[src/rtl/ps2_scancode_decoder_if.sv]
// Connection bundle between the PS/2 receiver FIFO, the scan-code decoder and its consumer.
// master = decoder side, slave = FIFO/consumer side.
interface ps2_scancode_decoder_if;
  logic [7:0] kbd_data;
  logic       kbd_ready;
  logic       kbd_rdn;
  logic       key_valid;
  logic       key_ack;
  logic [7:0] key_code;
  logic       key_ext;
  logic       key_break;
  logic [7:0] key_ascii;
  logic       shift_on;
  logic       ctrl_on;
  logic       caps_on;

  modport master (
    input  kbd_data, kbd_ready, key_ack,
    output kbd_rdn, key_valid, key_code, key_ext, key_break, key_ascii,
           shift_on, ctrl_on, caps_on
  );

  modport slave (
    output kbd_data, kbd_ready, key_ack,
    input  kbd_rdn, key_valid, key_code, key_ext, key_break, key_ascii,
           shift_on, ctrl_on, caps_on
  );
endinterface

[src/rtl/ps2_scancode_decoder.sv]
// Drains PS/2 set-2 scan-code bytes from the receiver FIFO, tracks modifiers and
// presents one decoded key event at a time through a valid/ack holding register.
module ps2_scancode_decoder #(
  parameter int PAUSE_SKIP = 7
) (
  input  logic clk,
  input  logic clrn,
  ps2_scancode_decoder_if.master bus
);
  localparam int SKIP_W = $clog2(PAUSE_SKIP + 1);

  typedef enum logic {IDLE, DECODE} state_t;

  state_t            state_reg, state_next;
  logic [7:0]        byte_reg, byte_next;
  logic              ext_pend_reg, ext_pend_next;
  logic              brk_pend_reg, brk_pend_next;
  logic [SKIP_W-1:0] skip_reg, skip_next;
  logic              lshift_reg, lshift_next, rshift_reg, rshift_next;
  logic              lctrl_reg, lctrl_next, rctrl_reg, rctrl_next;
  logic              caps_reg, caps_next, caps_held_reg, caps_held_next;
  logic              key_valid_reg, key_valid_next;
  logic [7:0]        key_code_reg, key_code_next;
  logic              key_ext_reg, key_ext_next;
  logic              key_break_reg, key_break_next;
  logic [7:0]        key_ascii_reg, key_ascii_next;
  logic              pop;
  logic              shift_on, ctrl_on;

  assign shift_on = lshift_reg | rshift_reg;
  assign ctrl_on  = lctrl_reg | rctrl_reg;

  function automatic logic [7:0] ascii_of(input logic [7:0] code, input logic ext,
                                          input logic shift, input logic ctrl,
                                          input logic caps);
    logic [4:0] letter;
    logic [7:0] res;
    letter = 5'd0;
    res    = 8'h00;
    if (ext) begin
      if (code == 8'h5A)      res = 8'h0D;
      else if (code == 8'h4A) res = 8'h2F;
    end else begin
      case (code)
        8'h1C: letter = 5'd1;   8'h32: letter = 5'd2;   8'h21: letter = 5'd3;
        8'h23: letter = 5'd4;   8'h24: letter = 5'd5;   8'h2B: letter = 5'd6;
        8'h34: letter = 5'd7;   8'h33: letter = 5'd8;   8'h43: letter = 5'd9;
        8'h3B: letter = 5'd10;  8'h42: letter = 5'd11;  8'h4B: letter = 5'd12;
        8'h3A: letter = 5'd13;  8'h31: letter = 5'd14;  8'h44: letter = 5'd15;
        8'h4D: letter = 5'd16;  8'h15: letter = 5'd17;  8'h2D: letter = 5'd18;
        8'h1B: letter = 5'd19;  8'h2C: letter = 5'd20;  8'h3C: letter = 5'd21;
        8'h2A: letter = 5'd22;  8'h1D: letter = 5'd23;  8'h22: letter = 5'd24;
        8'h35: letter = 5'd25;  8'h1A: letter = 5'd26;
        default: letter = 5'd0;
      endcase
      if (letter != 5'd0) begin
        // Ctrl yields the control code for the letter regardless of case.
        if (ctrl)              res = {3'b000, letter};
        else if (shift ^ caps) res = 8'h40 + {3'b000, letter};
        else                   res = 8'h60 + {3'b000, letter};
      end else begin
        case (code)
          8'h45: res = shift ? 8'h29 : 8'h30;
          8'h16: res = shift ? 8'h21 : 8'h31;
          8'h1E: res = shift ? 8'h40 : 8'h32;
          8'h26: res = shift ? 8'h23 : 8'h33;
          8'h25: res = shift ? 8'h24 : 8'h34;
          8'h2E: res = shift ? 8'h25 : 8'h35;
          8'h36: res = shift ? 8'h5E : 8'h36;
          8'h3D: res = shift ? 8'h26 : 8'h37;
          8'h3E: res = shift ? 8'h2A : 8'h38;
          8'h46: res = shift ? 8'h28 : 8'h39;
          8'h29: res = 8'h20;
          8'h5A: res = 8'h0D;
          8'h66: res = 8'h08;
          8'h76: res = 8'h1B;
          8'h0D: res = 8'h09;
          default: res = 8'h00;
        endcase
      end
    end
    return res;
  endfunction

  always_ff @(posedge clk or negedge clrn) begin
    if (!clrn) begin
      state_reg     <= IDLE;
      byte_reg      <= 8'h00;
      ext_pend_reg  <= 1'b0;
      brk_pend_reg  <= 1'b0;
      skip_reg      <= '0;
      lshift_reg    <= 1'b0;
      rshift_reg    <= 1'b0;
      lctrl_reg     <= 1'b0;
      rctrl_reg     <= 1'b0;
      caps_reg      <= 1'b0;
      caps_held_reg <= 1'b0;
      key_valid_reg <= 1'b0;
      key_code_reg  <= 8'h00;
      key_ext_reg   <= 1'b0;
      key_break_reg <= 1'b0;
      key_ascii_reg <= 8'h00;
    end else begin
      state_reg     <= state_next;
      byte_reg      <= byte_next;
      ext_pend_reg  <= ext_pend_next;
      brk_pend_reg  <= brk_pend_next;
      skip_reg      <= skip_next;
      lshift_reg    <= lshift_next;
      rshift_reg    <= rshift_next;
      lctrl_reg     <= lctrl_next;
      rctrl_reg     <= rctrl_next;
      caps_reg      <= caps_next;
      caps_held_reg <= caps_held_next;
      key_valid_reg <= key_valid_next;
      key_code_reg  <= key_code_next;
      key_ext_reg   <= key_ext_next;
      key_break_reg <= key_break_next;
      key_ascii_reg <= key_ascii_next;
    end
  end

  always_comb begin
    state_next     = state_reg;
    byte_next      = byte_reg;
    ext_pend_next  = ext_pend_reg;
    brk_pend_next  = brk_pend_reg;
    skip_next      = skip_reg;
    lshift_next    = lshift_reg;
    rshift_next    = rshift_reg;
    lctrl_next     = lctrl_reg;
    rctrl_next     = rctrl_reg;
    caps_next      = caps_reg;
    caps_held_next = caps_held_reg;
    key_valid_next = key_valid_reg;
    key_code_next  = key_code_reg;
    key_ext_next   = key_ext_reg;
    key_break_next = key_break_reg;
    key_ascii_next = key_ascii_reg;
    pop            = 1'b0;

    // An ack retires the event; a load later in this block takes precedence.
    if (key_valid_reg && bus.key_ack) key_valid_next = 1'b0;

    case (state_reg)
      IDLE: begin
        if (bus.kbd_ready && (!key_valid_reg || bus.key_ack)) begin
          pop        = 1'b1;
          byte_next  = bus.kbd_data;
          state_next = DECODE;
        end
      end
      DECODE: begin
        state_next = IDLE;
        if (skip_reg != '0) begin
          skip_next = skip_reg - SKIP_W'(1);
        end else if (byte_reg == 8'hE1) begin
          skip_next     = SKIP_W'(PAUSE_SKIP);
          ext_pend_next = 1'b0;
          brk_pend_next = 1'b0;
        end else if (byte_reg == 8'hE0) begin
          ext_pend_next = 1'b1;
        end else if (byte_reg == 8'hF0) begin
          brk_pend_next = 1'b1;
        end else if (byte_reg inside {8'h00, 8'hAA, 8'hEE, 8'hFA, 8'hFC, 8'hFE, 8'hFF}) begin
          ext_pend_next = 1'b0;
          brk_pend_next = 1'b0;
        end else begin
          ext_pend_next = 1'b0;
          brk_pend_next = 1'b0;
          if (!ext_pend_reg && byte_reg == 8'h12) begin
            lshift_next = !brk_pend_reg;
          end else if (!ext_pend_reg && byte_reg == 8'h59) begin
            rshift_next = !brk_pend_reg;
          end else if (byte_reg == 8'h14) begin
            if (ext_pend_reg) rctrl_next = !brk_pend_reg;
            else              lctrl_next = !brk_pend_reg;
          end else if (!ext_pend_reg && byte_reg == 8'h58) begin
            // Only the first make toggles; typematic repeats keep caps_held set.
            if (!brk_pend_reg && !caps_held_reg) caps_next = !caps_reg;
            caps_held_next = !brk_pend_reg;
          end else begin
            key_valid_next = 1'b1;
            key_code_next  = byte_reg;
            key_ext_next   = ext_pend_reg;
            key_break_next = brk_pend_reg;
            key_ascii_next = ascii_of(byte_reg, ext_pend_reg, shift_on, ctrl_on, caps_reg);
          end
        end
      end
      default: state_next = IDLE;
    endcase
  end

  assign bus.kbd_rdn   = !(pop && clrn);
  assign bus.key_valid = key_valid_reg;
  assign bus.key_code  = key_code_reg;
  assign bus.key_ext   = key_ext_reg;
  assign bus.key_break = key_break_reg;
  assign bus.key_ascii = key_ascii_reg;
  assign bus.shift_on  = shift_on;
  assign bus.ctrl_on   = ctrl_on;
  assign bus.caps_on   = caps_reg;
endmodule
[src/flat_wrapper.sv]
// flat-port wrapper written by rule: the top's interface ports become plain ports
module ps2_scancode_decoder_flat 
#(
  parameter int PAUSE_SKIP = 7
)
  (clk, clrn, bus_kbd_data, bus_kbd_ready, bus_key_ack, bus_kbd_rdn, bus_key_valid, bus_key_code, bus_key_ext, bus_key_break, bus_key_ascii, bus_shift_on, bus_ctrl_on, bus_caps_on);
  ps2_scancode_decoder_if bus_i ();
  input  logic clk;
  input  logic clrn;
  input wire logic [$bits(bus_i.kbd_data)-1:0] bus_kbd_data;
  input wire logic [$bits(bus_i.kbd_ready)-1:0] bus_kbd_ready;
  input wire logic [$bits(bus_i.key_ack)-1:0] bus_key_ack;
  output wire logic [$bits(bus_i.kbd_rdn)-1:0] bus_kbd_rdn;
  output wire logic [$bits(bus_i.key_valid)-1:0] bus_key_valid;
  output wire logic [$bits(bus_i.key_code)-1:0] bus_key_code;
  output wire logic [$bits(bus_i.key_ext)-1:0] bus_key_ext;
  output wire logic [$bits(bus_i.key_break)-1:0] bus_key_break;
  output wire logic [$bits(bus_i.key_ascii)-1:0] bus_key_ascii;
  output wire logic [$bits(bus_i.shift_on)-1:0] bus_shift_on;
  output wire logic [$bits(bus_i.ctrl_on)-1:0] bus_ctrl_on;
  output wire logic [$bits(bus_i.caps_on)-1:0] bus_caps_on;
  assign bus_i.kbd_data = bus_kbd_data;
  assign bus_i.kbd_ready = bus_kbd_ready;
  assign bus_i.key_ack = bus_key_ack;
  assign bus_kbd_rdn = bus_i.kbd_rdn;
  assign bus_key_valid = bus_i.key_valid;
  assign bus_key_code = bus_i.key_code;
  assign bus_key_ext = bus_i.key_ext;
  assign bus_key_break = bus_i.key_break;
  assign bus_key_ascii = bus_i.key_ascii;
  assign bus_shift_on = bus_i.shift_on;
  assign bus_ctrl_on = bus_i.ctrl_on;
  assign bus_caps_on = bus_i.caps_on;
  ps2_scancode_decoder #(.PAUSE_SKIP(PAUSE_SKIP)) u_core (.clk(clk), .clrn(clrn), .bus(bus_i));
endmodule
[config.mk]
export PLATFORM = sky130hd
export DESIGN_NAME = ps2_scancode_decoder_flat
export DESIGN_NICKNAME = d
export VERILOG_FILES = /design/src/rtl/ps2_scancode_decoder_if.sv /design/src/rtl/ps2_scancode_decoder.sv /design/src/flat_wrapper.sv
export SDC_FILE = /design/constraint.sdc
export NUM_CORES = 1
export LEC_CHECK = 0
export CELL_PAD_IN_SITES_DETAIL_PLACEMENT = 0
export CELL_PAD_IN_SITES_GLOBAL_PLACEMENT = 2
export CORE_MARGIN = 4
export CORE_UTILIZATION = 31
export CTS_CLUSTER_DIAMETER = 120
export DETAILED_ROUTE_END_ITERATION = 6
export GPL_TIMING_DRIVEN = 0
export PLACE_DENSITY = 0.84
export SYNTH_ARGS = -nofsm -noshare
export SYNTH_HDL_FRONTEND = slang
export SYNTH_SLANG_ARGS = --single-unit
[constraint.sdc]
create_clock -name clk -period 2.55 [get_ports clk]
set_clock_uncertainty 0.05 [all_clocks]
set_input_delay 0.51 -clock clk [delete_from_list [all_inputs] [get_ports clk]]
set_output_delay 0.51 -clock clk [all_outputs]
set_load 0.02 [all_outputs]
* Word level (Yosys, flattened, before mapping)
Memories as Yosys holds them, arrays and structs flattened.
Index checks and enable logic that the tools add are counted.
** Operators by class
- Div/mod/pow operators :: 0
- Bitwise logic cells :: 14
- Add/subtract/negate cells :: 3
- Shifts and indexed selects :: 0
- Eq/ne operators :: 31
- Reduce and logical (&&, ||, !) cells :: 30
- Mux-type cells :: 51
- $mul :: 0
- Magnitude comparators :: 0
** Operators by type and width (count)
- case mux 8 bit (15 select lines) :: 1
- two-way mux 5 bit :: 20
- equality test 8 bit (second input constant) :: 9
- equality test 8 x 7 -> 1 bit (second input constant) :: 8
- equality test 8 x 6 -> 1 bit (second input constant) :: 7
- two-way mux 8 bit :: 5
- AND reduction 10 bit :: 4
- equality test 8 x 5 -> 1 bit (second input constant) :: 4
- two-way mux 1 bit :: 19
- adder 7 x 5 -> 8 bit (first input constant) :: 2
- two-way mux 7 bit :: 2
- NOT 1 bit :: 11
- AND reduction 11 bit :: 1
- equality test 8 x 4 -> 1 bit (second input constant) :: 1
- logical NOT 8 bit :: 1
- AND reduction 8 bit :: 1
- logical AND 1 bit :: 7
- AND reduction 7 bit :: 1
- nonzero test 7 bit :: 1
- logical NOT 1 bit :: 6
- two-way mux 3 bit :: 2
- two-way mux 6 bit :: 1
- AND reduction 3 bit :: 2
- nonzero test 5 bit :: 1
- other kinds (10) :: 12
** Word-level totals
- Logic and storage cells :: 146
- Memories kept :: 1
- RAM bits :: 0
- Register bits after elaboration :: 39
- Bits in latches :: 0
- Bits in read-only memories :: 640
- Output and inout port bits :: 23
- Bits of input ports :: 12
** Memory list
- (no name shown) :: words 128, bits a word 5, read ports 1, clocked after Yosys merged registers in 0, wr ports 0, line ps2_scancode_decoder.sv:44 : case (code)

* Longest topological paths before layout
An unclocked memory read counts as a cell.
- Word-level depth :: 18
- Gate-level depth with buffers :: 11
- Gate-level depth less buffers :: 8

* Worst setup path after synthesis
No wires, ideal clock.
- Path kind :: register to register
- Start point :: register u_core.byte_reg[1]
- End point :: register u_core.key_break_reg, in the netlist u_core.bus.key_break
- Stages on the path, launching flop included :: 11
- Data required time :: 2.375 ns
- Arrival time :: 2.410 ns
- Clock period less this slack :: 2.585 ns
- Setup time :: 0.125 ns
- Slack :: -0.035 ns
- Buffers on the path :: 3
- Cell sequence :: dfrtp_1 -> inv_1 -> ha_1 -> buf_2 -> or4b_4 -> a2111oi_4 -> a41o_2 -> or3_1 -> buf_6 -> buf_8 -> mux2_2
** On the way
- Word-level cells in the longest chain between the ends :: 4
- Elaborated cells on any way between the ends :: 27
- Those cells by class :: eq/ne (13); bitwise (8); reduce/logical (6)
** Ends and longest elaborated chain
- from (decl) :: line ps2_scancode_decoder.sv:15 : logic [7:0] byte_reg, byte_next;
- from (signal assigned) :: line ps2_scancode_decoder.sv:105 : byte_reg <= byte_next;
- equality test 8 bit (tied with other cells) :: line ps2_scancode_decoder.sv:165 : end else if (byte_reg inside {8'h00, 8'hAA, 8'hEE, 8'hFA, 8'hFC, 8'hFE, 8'hFF}) begin
- nonzero test 7 bit (tied with other cells) :: line ps2_scancode_decoder.sv:165
- NOT 1 bit (no line)
- AND reduction 10 bit (no line) (*)
- to (signal assigned) :: line ps2_scancode_decoder.sv:118 : key_break_reg <= key_break_next;
- to (decl) :: line ps2_scancode_decoder.sv:25 : logic key_break_reg, key_break_next;
Every way passes the cells marked *; elsewhere a longest branch is shown, timed or not.
A chain may end at the register's enable or synchronous reset.

* Worst setup path after layout
- Start point :: register u_core.byte_reg[1]
- End point :: register u_core.key_ascii_reg[6], in the netlist u_core.bus.key_ascii[6]
** On the way
- Word-level cells in the longest chain between the ends :: 18
- Elaborated cells on any way between the ends :: 63
- Those cells by class :: add/sub (2); eq/ne (28); mux (17); bitwise (8); reduce/logical (7); memory (1)
** Ends and longest elaborated chain
- memory (128 x 5 bit)
- two-way mux 5 bit :: line ps2_scancode_decoder.sv:44
- two-way mux 5 bit :: line ps2_scancode_decoder.sv:40 : if (ext) begin
- two-way mux 5 bit :: line ps2_scancode_decoder.sv:178 : end else if (!ext_pend_reg && byte_reg == 8'h58) begin
- two-way mux 5 bit :: line ps2_scancode_decoder.sv:175 : end else if (byte_reg == 8'h14) begin
- two-way mux 5 bit :: line ps2_scancode_decoder.sv:173 : end else if (!ext_pend_reg && byte_reg == 8'h59) begin
- two-way mux 5 bit :: line ps2_scancode_decoder.sv:171 : if (!ext_pend_reg && byte_reg == 8'h12) begin
- two-way mux 5 bit :: line ps2_scancode_decoder.sv:165
- [2 not listed]
- two-way mux 5 bit :: line ps2_scancode_decoder.sv:157 : end else if (byte_reg == 8'hE1) begin
- two-way mux 5 bit :: line ps2_scancode_decoder.sv:155 : if (skip_reg != '0) begin
- two-way mux 5 bit :: line ps2_scancode_decoder.sv:145 : case (state_reg)
- adder 7 x 5 -> 8 bit (on tied branches) :: line ps2_scancode_decoder.sv:60, ps2_scancode_decoder.sv:59
- two-way mux 8 bit :: line ps2_scancode_decoder.sv:59 : else if (shift ^ caps) res = 8'h40 + {3'b000, letter};
- two-way mux 8 bit :: line ps2_scancode_decoder.sv:58 : if (ctrl) res = {3'b000, letter};
- two-way mux 8 bit :: line ps2_scancode_decoder.sv:56 : if (letter != 5'd0) begin
- two-way mux 8 bit :: line ps2_scancode_decoder.sv:40
- to (signal assigned) :: line ps2_scancode_decoder.sv:119 : key_ascii_reg <= key_ascii_next;
- to (decl) :: line ps2_scancode_decoder.sv:26 : logic [7:0] key_ascii_reg, key_ascii_next;
Parallel ways exist; a longest one is shown, timed or not. The select of a mux whose other input is x is not followed.

==> summary.md <==
| Metric | Value |
|---|---|
| Chip Width | 107 um |
| Distinct cells, synth | 77 |
| Failing checks | negative setup slack |
| Remaining antenna violation count | 0 |
| Status | finished, violations left |
| Final setup fails | 1 |
| Hold Crit Class | input pin to asynchronous set/reset pin |
| Vias | 3085 |
| Core area | 0.00942 mm2 |
| Combinational share of power | 61.1% |
| Max_cap viols | 0 |
| GRT overflow | 0 |
| Initial antenna violation count | 0 |
| Post-synth EDFFs | 0 |
| # H-tree levels | 2 |
| Register area | 953 um2 |
| CTS Buf Count | 5 |
| Total Nets Final | 433 |
| CTS Hold Bufs | 0 |
| Num ports | 35 |
| Final min period | 2570 ps |
| Slew of the pin with the lowest slew margin | 875 ps |
| # fillers | 945 |
| Area growth from synthesis to layout | 31.7% |
| Ant diodes | 0 |
| CP cell instances | inv_4, buf_6, ha_4, buf_6, nand2_4, a21oi_1, o311a_1, nor3_4, nand4_1, o311ai_2 |
| Sw Pwr | 1600 uW |
| Post-synth ARST share | 100% |
| Initial cell density of the core | 32.3% |
| Clock Sinks | 38 |
| Int Power | 2030 uW |
| Sequential-to-total area share from yosys stat | 31.3% |
| CP max stage cell | o311a_1 |
| CP required | 2690 ps |
| Setup crit end kind | flip-flop |
| Relative slew slack | 41.7% |
| Layout cells sized above 1 | 26.7% |
| # port buffers | 33 |
| Worst-skew pair later-pin latency | 290 ps |
| Row count | 35 |
| Critical path arrival | 2710 ps |
| Delay-heaviest family, CP | compound AO/OA/AOI/OAI gates |
| Crit path max fanout | 10 |
| Post-Route Setup TNS | -15.1 ps |
| Startpoint types | flip-flop |
| Root Driver | clkbuf_8 |
| Via density | 5.66 |
| Worst path max stage delay | 430 ps |
| Post-synth net total | 375 |
| Avg Cell Area, Syn | 8.52 um2 |
| Detailed placement HPWL | 7200 um |
| Die Y | 107 um |
| Routability cong. | 0.930 |
| Drt total wl | 10200 um |
| Final Cell Area | 0.00401 mm2 |
| LEAKAGE | 0.00163 uW |
| Fin crit share | 101% |
| Fin. max-slew vios | 0 |
| CTS tree | yes |
| Warnings from Yosys | 0 |
| Worst-path clk slew | 80 ps |
| Critical path class | flip-flop to flip-flop |
| Top_reg_cell synth | dfrtp_1 |
| Die area | 0.0115 mm2 |
| Fmax | 390 MHz |
| Yosys reg bits | 38 |
| Number of global-route vias before repair | 3035 |
| Synthesized area | 0.00304 mm2 |
| Multi-input logic area | 0.00203 mm2 |
| First-pass GRT wire length | 16300 um |
| All-layer global routing usage | 17.9% |
| Buffers & Inverters on Critical Path | 3 |
| Net Sw Frac | 44.1% |
| Routed WL per cell | 18.7 um |
| Clock power share | 14.2% |
| Hold Fails Final Rpt | 0 |
| Worst Slack Setup Final | -15.1 ps |
| CTS Buffer Depth | 2 |
| Power Density | 907 mW/mm2 |
| Largest net degree at the start of global routing | 40 |
| Pre-antenna DRT Iters | 5 |
| RSZ-0062 raised after global routing | yes |
| Mapped Cells | 357 |
| Crit-path most repeated cell | buf_6 |
| Commonest non-fill, non-tap cell in the layout | nand2_1 |
| Most frequent cells in the layout | nand2_1, dfrtp_1, clkdlybuf4s50_1 |
| Number of DRC markers in iteration 0 | 227 |
| Placed Area | 0.00353 mm2 |
| Max IR drop VDD | 451 uV |
| DRC viols | 0 |
| Reg power frac | 24.7% |
## logic make-up after synthesis
logic type	Yosys count	share of synthesized area (%)
adder cells (fa/ha/maj)	7	2.80
buffers and inverters	45	7.85
multiplexers	19	6.70
AO/OA/AOI/OAI	88	21.5
AND/OR/NAND/NOR	154	28.3
other	1	0.123
flip-flops	38	31.2
XOR/XNOR	5	1.44
## cells in the mapped netlist, types with 7 or more instances
| master | count | area (um2) |
|---|---|---|
| nand2_1 | 42 | 158 |
| dfrtp_1 | 38 | 951 |
| nor2_1 | 25 | 93.8 |
| o21ai_0 | 20 | 100 |
| buf_2 | 14 | 70.1 |
| a21oi_1 | 12 | 60.1 |
| inv_1 | 11 | 41.3 |
| mux2_2 | 11 | 124 |
| clkbuf_1 | 10 | 37.5 |
| nand2b_1 | 10 | 62.6 |
| nor3_1 | 9 | 45.0 |
| mux2i_1 | 8 | 80.1 |
| and3_1 | 7 | 43.8 |
| nand4_1 | 7 | 43.8 |
| nor2b_1 | 7 | 43.8 |
| o22ai_1 | 7 | 43.8 |
## power groups by stage
stage	logic (uW)	registers, uW	clock network [uW]
floorplan	1120	1020	0
global placement	1890	910	0
detailed placement	1880	915	0
CTS	2110	897	529
global route	2380	929	556
finish	2220	898	515
## final cells by class
type                            count  share of cell area [%]
Timing Repair Buffer               54                    12.3
Sequential cell                    38                    23.8
Buffer                             31                    5.40
Inverter                           11                    1.09
Clock inverter                      3                    1.12
Multi-Input combinational cell    274                    50.5
Clock buffer                        5                    1.72
Tap cell                          129                    4.03
## worst paths after layout
path / from / endpoint / slack, ps / cells past startpoint
max reg2reg: u_core.byte_reg[1] / u_core.bus.key_ascii[6] / -20 / 10
min reg2reg: u_core.bus.key_code[3] / u_core.bus.key_code[3] / 430 / 2
max: u_core.byte_reg[1] / u_core.bus.key_ascii[6] / -20 / 10
min: clrn / u_core.bus.key_ascii[1] / 270 / 1
max in group asynchronous: clrn / u_core.byte_reg[5] / 1560 / 1
min in group clk: u_core.bus.key_code[3] / u_core.bus.key_code[3] / 430 / 2
## metrics by stage
stage / worst slack [ps] / hold slack, ps / instances / power [uW] / util [%]
floorplan: 6.96 / 164 / 357 / 2140 / -
global placement: -970 / 414 / 519 / 2800 / 37.6
detailed placement: -502 / 416 / 519 / 2790 / 37.5
CTS: -117 / 306 / 543 / 3530 / 41.7
global route: -49.5 / 346 / 545 / 3860 / 42.6
finish: -15.1 / 275 / 545 / 3630 / 42.6
## timing repair
| item | in CTS | in global routing |
|---|---|---|
| cloned | 0 | 0 |
| buffers inserted | 16 | 6 |
| pin swaps | 10 | 12 |
| setup endpoints to repair | 22 | 19 |
| gates resized for setup | 40 | 24 |
## per-layer routing
layer  track usage, %  wire, um
met1             23.8      4550
met3             2.59       395
met5                0         0
met4             6.67       337
met2             29.4      4910
No activity file was read; power rests on OpenSTA's default activity.
